**src/rtl/sdram_pkg.sv**
```systemverilog
// sdram_pkg: encodings, widths and client state shared by the SDRAM controller and its clients
package sdram_pkg;
    localparam int ADDR_W    = 22;
    localparam int DATA_W    = 16;
    localparam int BURST_LEN = 8;
    localparam logic [3:0] CMD_MRS = 4'b0000;
    localparam logic [3:0] CMD_REF = 4'b0001;
    localparam logic [3:0] CMD_PRE = 4'b0010;
    localparam logic [3:0] CMD_ACT = 4'b0011;
    localparam logic [3:0] CMD_WR  = 4'b0100;
    localparam logic [3:0] CMD_RD  = 4'b0101;
    localparam logic [3:0] CMD_NOP = 4'b0111;
    localparam logic [2:0] WORK_IDLE    = 3'd0;
    localparam logic [2:0] WORK_READ    = 3'd1;
    localparam logic [2:0] WORK_WRITE   = 3'd2;
    localparam logic [2:0] WORK_REFRESH = 3'd3;
    localparam logic [2:0] WORK_INIT    = 3'd4;
    typedef enum logic [2:0] {IDLE, WAIT_NB, REQ, XFER, FINISH} client_state_t;
    function automatic logic [2:0] next_idx(input logic [3:0] b);
        return (b >= 4'(BURST_LEN - 1)) ? 3'(BURST_LEN - 1) : 3'(b + 4'd1);
    endfunction
endpackage

```
**src/rtl/sdram_burst_client_if.sv**
```systemverilog
// sdram_burst_client_if: request/ack user port between a burst client and the SDRAM controller
interface sdram_burst_client_if;
    import sdram_pkg::*;
    logic              wr_req;
    logic              rd_req;
    logic [ADDR_W-1:0] addr;
    logic [DATA_W-1:0] data_write;
    logic              busy;
    logic              wr_ack;
    logic              rd_ack;
    logic              wr_done;
    logic              rd_done;
    logic [DATA_W-1:0] data_read;
    modport master(output wr_req, rd_req, addr, data_write,
                   input busy, wr_ack, rd_ack, wr_done, rd_done, data_read);
    modport slave(input wr_req, rd_req, addr, data_write,
                  output busy, wr_ack, rd_ack, wr_done, rd_done, data_read);
endinterface

```
**src/rtl/sdram_wbuf.sv**
```systemverilog
// sdram_wbuf: burst-sized write buffer, one sync write port and one async read port
module sdram_wbuf
    import sdram_pkg::*;
(
    input  logic              clk,
    input  logic              we,
    input  logic [2:0]        widx,
    input  logic [DATA_W-1:0] wdata,
    input  logic [2:0]        ridx,
    output logic [DATA_W-1:0] rdata
);
    logic [DATA_W-1:0] mem [BURST_LEN];
    // host load port; contents deliberately survive reset
    always_ff @(posedge clk) begin
        if (we) mem[widx] <= wdata;
    end
    assign rdata = mem[ridx];
endmodule

```
**src/rtl/sdram_burst_client.sv**
```systemverilog
// sdram_burst_client: issues one 8-word write or read burst per host command on the controller user port
module sdram_burst_client
    import sdram_pkg::*;
#(
    parameter int TMO_CYC = 255
) (
    input  logic              clk,
    input  logic              rst,
    input  logic              cmd_valid,
    output logic              cmd_ready,
    input  logic              cmd_wr,
    input  logic [ADDR_W-1:0] cmd_addr,
    input  logic              wbuf_we,
    input  logic [2:0]        wbuf_idx,
    input  logic [DATA_W-1:0] wbuf_data,
    output logic              rd_valid,
    output logic [DATA_W-1:0] rd_word,
    output logic [2:0]        rd_idx,
    output logic              op_done,
    output logic              op_err,
    sdram_burst_client_if.master bus
);
    localparam int TW = $clog2(TMO_CYC + 1);
    localparam logic [3:0] BL = 4'(BURST_LEN);
    client_state_t     state;
    logic              op_wr;
    logic              ovr;
    logic [3:0]        beat;
    logic [TW-1:0]     tmo;
    logic              ack;
    logic              done;
    logic              take;
    logic              over;
    logic [3:0]        beat_n;
    logic [2:0]        ridx;
    logic [DATA_W-1:0] wq;
    assign cmd_ready = state == IDLE;
    assign ack       = op_wr ? bus.wr_ack : bus.rd_ack;
    assign done      = op_wr ? bus.wr_done : bus.rd_done;
    assign take      = state != IDLE && state != WAIT_NB && ack && beat != BL;
    assign over      = state != IDLE && state != WAIT_NB && ack && beat == BL;
    assign beat_n    = beat + 4'(take);
    assign ridx      = take ? next_idx(beat) : 3'd0;
    sdram_wbuf u_wbuf (
        .clk  (clk),
        .we   (wbuf_we && cmd_ready),
        .widx (wbuf_idx),
        .wdata(wbuf_data),
        .ridx (ridx),
        .rdata(wq)
    );
    // burst sequencer: request, beat counting, data staging and completion pulses
    always_ff @(posedge clk) begin
        if (rst) begin
            state          <= IDLE;
            op_wr          <= 1'b0;
            ovr            <= 1'b0;
            beat           <= '0;
            tmo            <= '0;
            bus.wr_req     <= 1'b0;
            bus.rd_req     <= 1'b0;
            bus.addr       <= '0;
            bus.data_write <= '0;
            rd_valid       <= 1'b0;
            rd_word        <= '0;
            rd_idx         <= '0;
            op_done        <= 1'b0;
            op_err         <= 1'b0;
        end else begin
            rd_valid <= take && !op_wr;
            op_done  <= 1'b0;
            op_err   <= over && !ovr;
            beat     <= beat_n;
            if (over) ovr <= 1'b1;
            if (take) begin
                rd_word <= bus.data_read;
                rd_idx  <= beat[2:0];
            end
            if (op_wr && (take || state == WAIT_NB)) bus.data_write <= wq;
            case (state)
                IDLE: if (cmd_valid) begin
                    bus.addr <= cmd_addr;
                    op_wr    <= cmd_wr;
                    beat     <= '0;
                    tmo      <= '0;
                    ovr      <= 1'b0;
                    state    <= WAIT_NB;
                end
                WAIT_NB: if (!bus.busy) begin
                    bus.wr_req <= op_wr;
                    bus.rd_req <= !op_wr;
                    state      <= REQ;
                end
                REQ: if (ack) begin
                    bus.wr_req <= 1'b0;
                    bus.rd_req <= 1'b0;
                    state      <= XFER;
                end else if (tmo == TW'(TMO_CYC - 1)) begin
                    bus.wr_req <= 1'b0;
                    bus.rd_req <= 1'b0;
                    op_err     <= 1'b1;
                    state      <= IDLE;
                end else begin
                    tmo <= tmo + TW'(1);
                end
                XFER, FINISH: if (done) begin
                    op_done <= beat_n == BL;
                    op_err  <= beat_n != BL || (over && !ovr);
                    state   <= IDLE;
                end else if (state == XFER && beat == BL && !ack) begin
                    state <= FINISH;
                end
                default: state <= IDLE;
            endcase
        end
    end
endmodule

```
**src/flat_wrapper.sv**
```systemverilog
// flat-port wrapper written by rule: the top's interface ports become plain ports
module sdram_burst_client_flat import sdram_pkg::*;
#(
    parameter int TMO_CYC = 255
)
  (clk, rst, cmd_valid, cmd_ready, cmd_wr, cmd_addr, wbuf_we, wbuf_idx, wbuf_data, rd_valid, rd_word, rd_idx, op_done, op_err, bus_wr_req, bus_rd_req, bus_addr, bus_data_write, bus_busy, bus_wr_ack, bus_rd_ack, bus_wr_done, bus_rd_done, bus_data_read);
  sdram_burst_client_if bus_i ();
  input  logic clk;
  input  logic rst;
  input  logic cmd_valid;
  output logic cmd_ready;
  input  logic cmd_wr;
  input  logic [ADDR_W-1:0] cmd_addr;
  input  logic wbuf_we;
  input  logic [2:0] wbuf_idx;
  input  logic [DATA_W-1:0] wbuf_data;
  output logic rd_valid;
  output logic [DATA_W-1:0] rd_word;
  output logic [2:0] rd_idx;
  output logic op_done;
  output logic op_err;
  output wire logic [$bits(bus_i.wr_req)-1:0] bus_wr_req;
  output wire logic [$bits(bus_i.rd_req)-1:0] bus_rd_req;
  output wire logic [$bits(bus_i.addr)-1:0] bus_addr;
  output wire logic [$bits(bus_i.data_write)-1:0] bus_data_write;
  input wire logic [$bits(bus_i.busy)-1:0] bus_busy;
  input wire logic [$bits(bus_i.wr_ack)-1:0] bus_wr_ack;
  input wire logic [$bits(bus_i.rd_ack)-1:0] bus_rd_ack;
  input wire logic [$bits(bus_i.wr_done)-1:0] bus_wr_done;
  input wire logic [$bits(bus_i.rd_done)-1:0] bus_rd_done;
  input wire logic [$bits(bus_i.data_read)-1:0] bus_data_read;
  assign bus_wr_req = bus_i.wr_req;
  assign bus_rd_req = bus_i.rd_req;
  assign bus_addr = bus_i.addr;
  assign bus_data_write = bus_i.data_write;
  assign bus_i.busy = bus_busy;
  assign bus_i.wr_ack = bus_wr_ack;
  assign bus_i.rd_ack = bus_rd_ack;
  assign bus_i.wr_done = bus_wr_done;
  assign bus_i.rd_done = bus_rd_done;
  assign bus_i.data_read = bus_data_read;
  sdram_burst_client #(.TMO_CYC(TMO_CYC)) u_core (.clk(clk), .rst(rst), .cmd_valid(cmd_valid), .cmd_ready(cmd_ready), .cmd_wr(cmd_wr), .cmd_addr(cmd_addr), .wbuf_we(wbuf_we), .wbuf_idx(wbuf_idx), .wbuf_data(wbuf_data), .rd_valid(rd_valid), .rd_word(rd_word), .rd_idx(rd_idx), .op_done(op_done), .op_err(op_err), .bus(bus_i));
endmodule
```
**config.mk**
```make
export PLATFORM = sky130hd
export DESIGN_NAME = sdram_burst_client_flat
export DESIGN_NICKNAME = d
export VERILOG_FILES = /design/src/rtl/sdram_pkg.sv /design/src/rtl/sdram_burst_client_if.sv /design/src/rtl/sdram_wbuf.sv /design/src/rtl/sdram_burst_client.sv /design/src/flat_wrapper.sv
export SDC_FILE = /design/constraint.sdc
export NUM_CORES = 1
export LEC_CHECK = 0
export BUFFER_PORTS_ARGS = -buffer_cell sky130_fd_sc_hd__buf_4
export CAP_MARGIN = 20
export CORE_MARGIN = 10
export CORE_UTILIZATION = 50
export CTS_CLUSTER_DIAMETER = 200
export CTS_CLUSTER_SIZE = 20
export DETAILED_ROUTE_END_ITERATION = 7
export PLACE_DENSITY = 0.72
export SLEW_MARGIN = 25
export SYNTH_ARGS = -nofsm -noshare
export SYNTH_HDL_FRONTEND = slang
export SYNTH_SLANG_ARGS = --single-unit
```
**constraint.sdc**
```tcl
create_clock -name clk -period 8.75 [get_ports clk]
set_input_delay 2.1875 -clock clk [delete_from_list [all_inputs] [get_ports clk]]
set_output_delay 2.1875 -clock clk [all_outputs]
set_load 0.1 [all_outputs]
```
## Word level (Yosys, flattened, before mapping)

Memory sizes are Yosys's and may differ from the RTL's. A register that Yosys moved wholly into a read port is not among the register bits.
Index checks and enable logic that the tools add are counted.

- Magnitude comparators: 1
- $mul: 0
- Equality and inequality tests: 16
- Bitwise logic cells: 2
- Divide/modulo/power cells: 0
- Reduce and logical (&&, ||, !) cells: 25
- $add $sub $neg: 3
- Multiplexer cells: 32
- Shift-type cells: 0

Operator list:

| operator | count |
|---|---|
| $mux W3 | 8 |
| $mux W8 | 3 |
| $pmux W8 S2 | 1 |
| $mux W1 | 14 |
| $pmux W3 S4 | 1 |
| $logic_and A1 B1 Y1 | 10 |
| $ne A3 B1 Y1 const B | 3 |
| $add A8 B1 Y8 const B | 1 |
| $eq A4 B4 Y1 const B | 2 |
| $eq A8 B8 Y1 const B | 1 |
| $mux W4 | 2 |
| $ne A2 B2 Y1 const B | 4 |
| $ne A4 B4 Y1 const B | 2 |
| $reduce_and A4 Y1 | 2 |
| $eq A3 B2 Y1 const B | 2 |
| $pmux W1 S2 | 3 |
| $add A4 B1 Y4 | 1 |
| $ge A4 B3 Y1 const B | 1 |
| $reduce_bool A2 Y1 | 2 |
| $add A3 B1 Y3 const B | 1 |
| $eq A3 B1 Y1 const B | 1 |
| $eq A3 B3 Y1 const B | 1 |
| $logic_not A1 Y1 | 3 |
| $logic_not A3 Y1 | 1 |
| 7 further kinds | 9 |

- Bits in registers: 63
- Bits in latches: 0
- Memories kept: 1
- Word-level logic and storage cells: 93
- RAM bits: 128
- Output and inout bits: 63
- Input port bits: 67
- Memory bits (read-only): 0

Memories:

| memory | words | width | read ports | clocked after memory_dff | wr ports | line | text |
|---|---|---|---|---|---|---|---|
| u_core.u_wbuf.mem | 8 | 16 | 1 | 1 | 1 | sdram_wbuf.sv:12 | `logic [DATA_W-1:0] mem [BURST_LEN];` |

## Longest topological paths before layout

- Depth in word-level cells: 9
- Depth in mapped cells: 15
- Depth with buffers taken out: 11

## By module

Synthesis repeated with hierarchy kept, for this count alone.

- Cell total of the unflattened synthesis: 595
- Area total of the unflattened synthesis: 8266.7 µm²

Modules (own cells, without submodules):

| module | cells each | area each (µm²) | sequential area each (µm²) | times used |
|---|---|---|---|---|
| sdram_wbuf | 198 | 4973.5 | 3843.7 | 1 |
| sdram_burst_client | 397 | 3293.2 | 1581.5 | 1 |

## Worst setup path after synthesis

OpenSTA, ideal clock, no wires.

- Path type: input to register
- From: in bus_rd_ack
- To: reg u_core.op_err
- Library setup time: 0.128 ns
- Path slack: 4.447 ns
- Cell stages on the path: 11
- Buffers on the path: 2
- Required time: 8.622 ns
- Data arrival time: 4.176 ns
- Cells stage by stage: mux2_4 nand3_4 inv_2 buf_2 buf_2 ha_1 ha_1 or3_1 a211o_1 a21oi_1 nor2_1

- Word-level cells in the longest chain between the ends: 8
- Elaborated cells between the ends (all ways): 12
- Classes of those cells: 1 x add/sub; 1 x eq/ne; 5 x mux; 5 x reduce/logical

RTL lines:

| item | line | text |
|---|---|---|
| start: declaration | flat_wrapper.sv:28 | `input wire logic [$bits(bus_i.rd_ack)-1:0] bus_rd_ack;` |
| $mux W1 * | sdram_burst_client.sv:38 | `assign ack = op_wr ? bus.wr_ack : bus.rd_ack;` |
| $logic_and A1 B1 Y1 | sdram_burst_client.sv:40, sdram_burst_client.sv:41 |  |
| $logic_and A1 B1 Y1 | sdram_burst_client.sv:40 | `assign take = state != IDLE && state != WAIT_NB && ack && beat != BL;` |
| $add A4 B1 Y4 | sdram_burst_client.sv:42 | `assign beat_n = beat + 4'(take);` |
| $ne A4 B4 Y1 | sdram_burst_client.sv:108 | `op_err <= beat_n != BL \|\| (over && !ovr);` |
| $logic_or A1 B1 Y1 | sdram_burst_client.sv:108 |  |
| $mux W1 | sdram_burst_client.sv:106 | `XFER, FINISH: if (done) begin` |
| $pmux W1 S2 * | sdram_burst_client.sv:80 | `case (state)` |
| end signal: assignment | sdram_burst_client.sv:72 | `op_err <= over && !ovr;` |
| end signal: assignment | sdram_burst_client.sv:108 |  |
| end: declaration | sdram_burst_client.sv:20 | `output logic op_err,` |

Every way passes the cells marked *; elsewhere a longest branch is shown, timed or not.
A chain may end at the register's enable or synchronous reset.

## Worst setup path in the final report

Ends and elaborated chain as after synthesis.

==> reports/qor.csv <==
stage,metric,value,unit
synthesis,netlist_instances,680,
drt,vias,5538,
final_layout,drive_gt1_frac,0.283,
worst_setup_path,worstSetupPathType,in2reg,
power_and_ir_drop,p_leak,3.48,nW
sta,worst_pin_slew,1.05,ns
power_and_ir_drop,irDropWorstVdd,0.140,mV
floorplan,core_area,0.0165,sq mm
min_path,min_to,u_core.bus.addr[18],
sta,clock_skew,0.0244,ns
sta,setup_viol,0,
clock_network,tritoncts,yes,
global_route,antenna_found_initial,0,
synthesis,synth_warnings,0,
synthesis,synth_edf_count,128,
clock_network,clock-root-buffer,clkbuf_16,
worst_setup_path,cp_common_cell,ha_1,
clock_network,post_cts.repair.setup_buffers,0,
synthesis,synth.top_cell.area_share,0.456,
global_route,grt_max_degree,72,
worst_setup_path,critical_path.max_fanout,22,
synthesis,synthTopCellsByCount,"edfxtp_1, nand2_1, dfxtp_1",
placement,post-place-ws,4.12,ns
floorplan,boundaryPins,130,
min_path,min_path_cells,2,
worst_setup_path,crit_path_end_kind,register,
global_route,grt_pass1_vias,5794,
synthesis,avgSynthCellArea,12.4,sq um
worst_setup_path,r2r_start,u_core.beat[0],
min_path,hp-start,u_core.bus.addr[18],
synthesis,syn-num-nets,753,
final_layout,final-seq-area,0.00543,sq mm
final_layout,syn_to_final_growth,18.5,%
power_and_ir_drop,powerDensity,219,mW/mm^2
worst_setup_path,max_stage_delay,0.33,ns
floorplan,dieArea,0.0224,sq mm
worst_setup_path,ff2ff_path_depth,8,
sta,final_max_slew_viol_count,0,
floorplan,rows,47,
synthesis,synth_area_leaders,"edfxtp_1, dfxtp_1, nand2_1, mux2_2, nor2_1",
worst_setup_path,worstReg2RegEnd,u_core.bus.data_write[0],
final_layout,fillers,1309,
drt,wl,19700,microns
clock_network,htreeDepth,1,
worst_setup_path,ff2ff_setup_slack,5.42,ns
worst_setup_path,cpMaxStageDelayCell,mux2_4,
status,outcome,finished clean,
sta,min_period,4.14,ns
global_route,grt_pass1_wl,30700,microns
worst_setup_path,cp-start-kind,input port,
sta,finalWorstSetupSlack,4.61,ns
sta,post-route-period-util,0.473,
floorplan,initial_utilization,0.510,
synthesis,synth_cell_types,65,
clock_network,cts_num_sinks,207,
worst_setup_path,crit_buf_inv,2,
drt,drt-vias-per-instance,5.46,
placement,gp_congestion,0.793,
drt,drtPass1Iterations,4,
synthesis,synth_seq_area_share,0.644,
global_route,grtUsageTotal,0.171,
min_path,hold_path_class,reg2reg,
sta,rsz0062_at_grt,no,
floorplan,die_h,150,microns
sta,finalSetupTns,0,ns
synthesis,ys.flop_type,edfxtp_1,
synthesis,synth.most_common_cell,edfxtp_1,
synthesis,netlist_area,0.00843,sq mm
clock_network,cts_hold_buf,0,
synthesis,ys_async_sr_fraction,0,
final_layout,final_nets,861,
worst_setup_path,crit_required,9.08,ns
sta,timing.fmax,0.242,GHz
final_layout,multiInputGateArea,0.00280,sq mm
clock_network,clockBufferDepth,3,
floorplan,die_x,150,microns
sta,finalHoldViolCount,0,
worst_setup_path,critical_path.top_delay_family,simple AND/OR/NAND/NOR gates,
clock_network,cts_resized,0,
worst_setup_path,arrival,4.47,ns
worst_setup_path,path_cells,buf_4 -> mux2_4 -> nand3_4 -> inv_2 -> ha_1 -> ha_1 -> or3_1 -> a211o_1 -> a21oi_1 -> nor2_1,
clock_network,clkTransAtPathRegs,0.08,ns
final_layout,num_antenna_cells,0,
clock_network,clk_latency,0.47,ns
drt,first_iter_violations,362,
global_route,overflow,0,
placement,portBuffers,129,
job,drv_cap,0,
clock_network,cts_buffers,14,
drt,routedWlPerCell,19.4,microns
drt,drcViolationCount,0,
synthesis,yosys.area.top_type,edfxtp_1,
placement,hpwl,12800,microns
synthesis,ys_seq_elements,207,
sta,max-slew-margin-rel,0.299,
drt,ant_nets,0,
report_power, final:
| group | internal [mW] | switching [mW] | leakage [nW] |
|---|---|---|---|
| sequential | 1.08 | 0.0293 | 1.80 |
| combinational | 0.114 | 0.325 | 1.48 |
| clock | 0.321 | 0.314 | 0.200 |
| total | 1.52 | 0.668 | 3.48 |
through the flow:
stage | instance area [sq um] | power [mW] | hold WS, ns | utilization | instances
final | 9990 | 2.18 | 0.455 | 0.604 | 1015
after global placement | 9510 | 1.56 | 0.441 | 0.575 | 990
after global routing | 9990 | 2.26 | 0.485 | 0.604 | 1015
after floorplan | 8430 | 1.46 | 0.429 | - | 680
after detailed placement | 9530 | 1.57 | 0.449 | 0.577 | 991
after CTS | 9950 | 2.20 | 0.460 | 0.602 | 1014
state kept, by name, summed over array words and instances, names as in the netlist:
signal,cells
u_core.op_wr,1
u_core.op_err,1
u_core.bus.data_write,16
u_core.ovr,1
u_core.rd_valid,1
u_core.op_done,1
u_core.tmo,8
u_core.bus.rd_req,1
u_core.rd_idx,3
u_core.beat,4
u_core.state,3
u_core.u_wbuf.mem,128
u_core.bus.addr,22
u_core.bus.wr_req,1
u_core.rd_word,16
worst max-delay path by stage:
stage                    start       endpoint  slack, ns  depth (start not counted)
global route        bus_rd_ack  u_core.op_err       4.47                         10
detailed placement  bus_rd_ack  u_core.op_err       4.12                         10
floorplan           bus_rd_ack  u_core.op_err       4.45                         11
global placement    bus_rd_ack  u_core.op_err       4.21                         10
finish              bus_rd_ack  u_core.op_err       4.61                         10
CTS                 bus_rd_ack  u_core.op_err       4.61                         10
cell families (layout without fill, tap and decap cells):
| family | count (synthesis) | in the layout | synth area share |
|---|---|---|---|
| and+or+nand+nor | 221 | 221 | 0.122 |
| DFF | 207 | 207 | 0.644 |
| AOI/OAI and AO/OA | 131 | 131 | 0.115 |
| muxes | 55 | 55 | 0.0711 |
| buffers and inverters | 52 | 167 | 0.0312 |
| xor gates and xnor gates | 8 | 8 | 0.00832 |
| adders and majority gates | 6 | 6 | 0.00891 |
cell usage in the layout, fill, tap and decap left out, types with 6 or more instances in the layout:
cell type and n:
a21oi_1 51, a21oi_2 10, a311oi_1 6, a311oi_2 10
buf_4 131, clkbuf_1 7, clkbuf_16 15, dfxtp_1 78
edfxtp_1 128, ha_1 6, inv_1 10, mux2_2 28
mux2i_1 21, nand2_1 92, nand3_1 6, nor2_1 71
o21ai_0 17, o221ai_1 16, xor2_1 6
worst min-delay path: cells and delay by family (launching register included):
family / cells / cell delay (ns)
AND/OR/NAND/NOR: 1 / 0.05
AO/OA/AOI/OAI: 1 / 0.05
flip-flops: 1 / 0.31
layer usage:
layer  vias up  part of all wire  track usage
met3        30             0.074       0.0365
met2       165              0.50        0.296
met1      2662              0.40        0.210
met5         -                 0            0
li1       2681                 -            -
met4         0             0.026       0.0505
cell type report:
cell class | count | area share
Multi-Input combinational cell | 421 | 0.280
Clock inverter | 1 | 0.00163
Clock buffer | 22 | 0.0402
Timing Repair Buffer | 133 | 0.103
Sequential cell | 207 | 0.543
Inverter | 11 | 0.00413
Tap cell | 220 | 0.0276
Note: power is estimated with default switching activity, not from simulation.
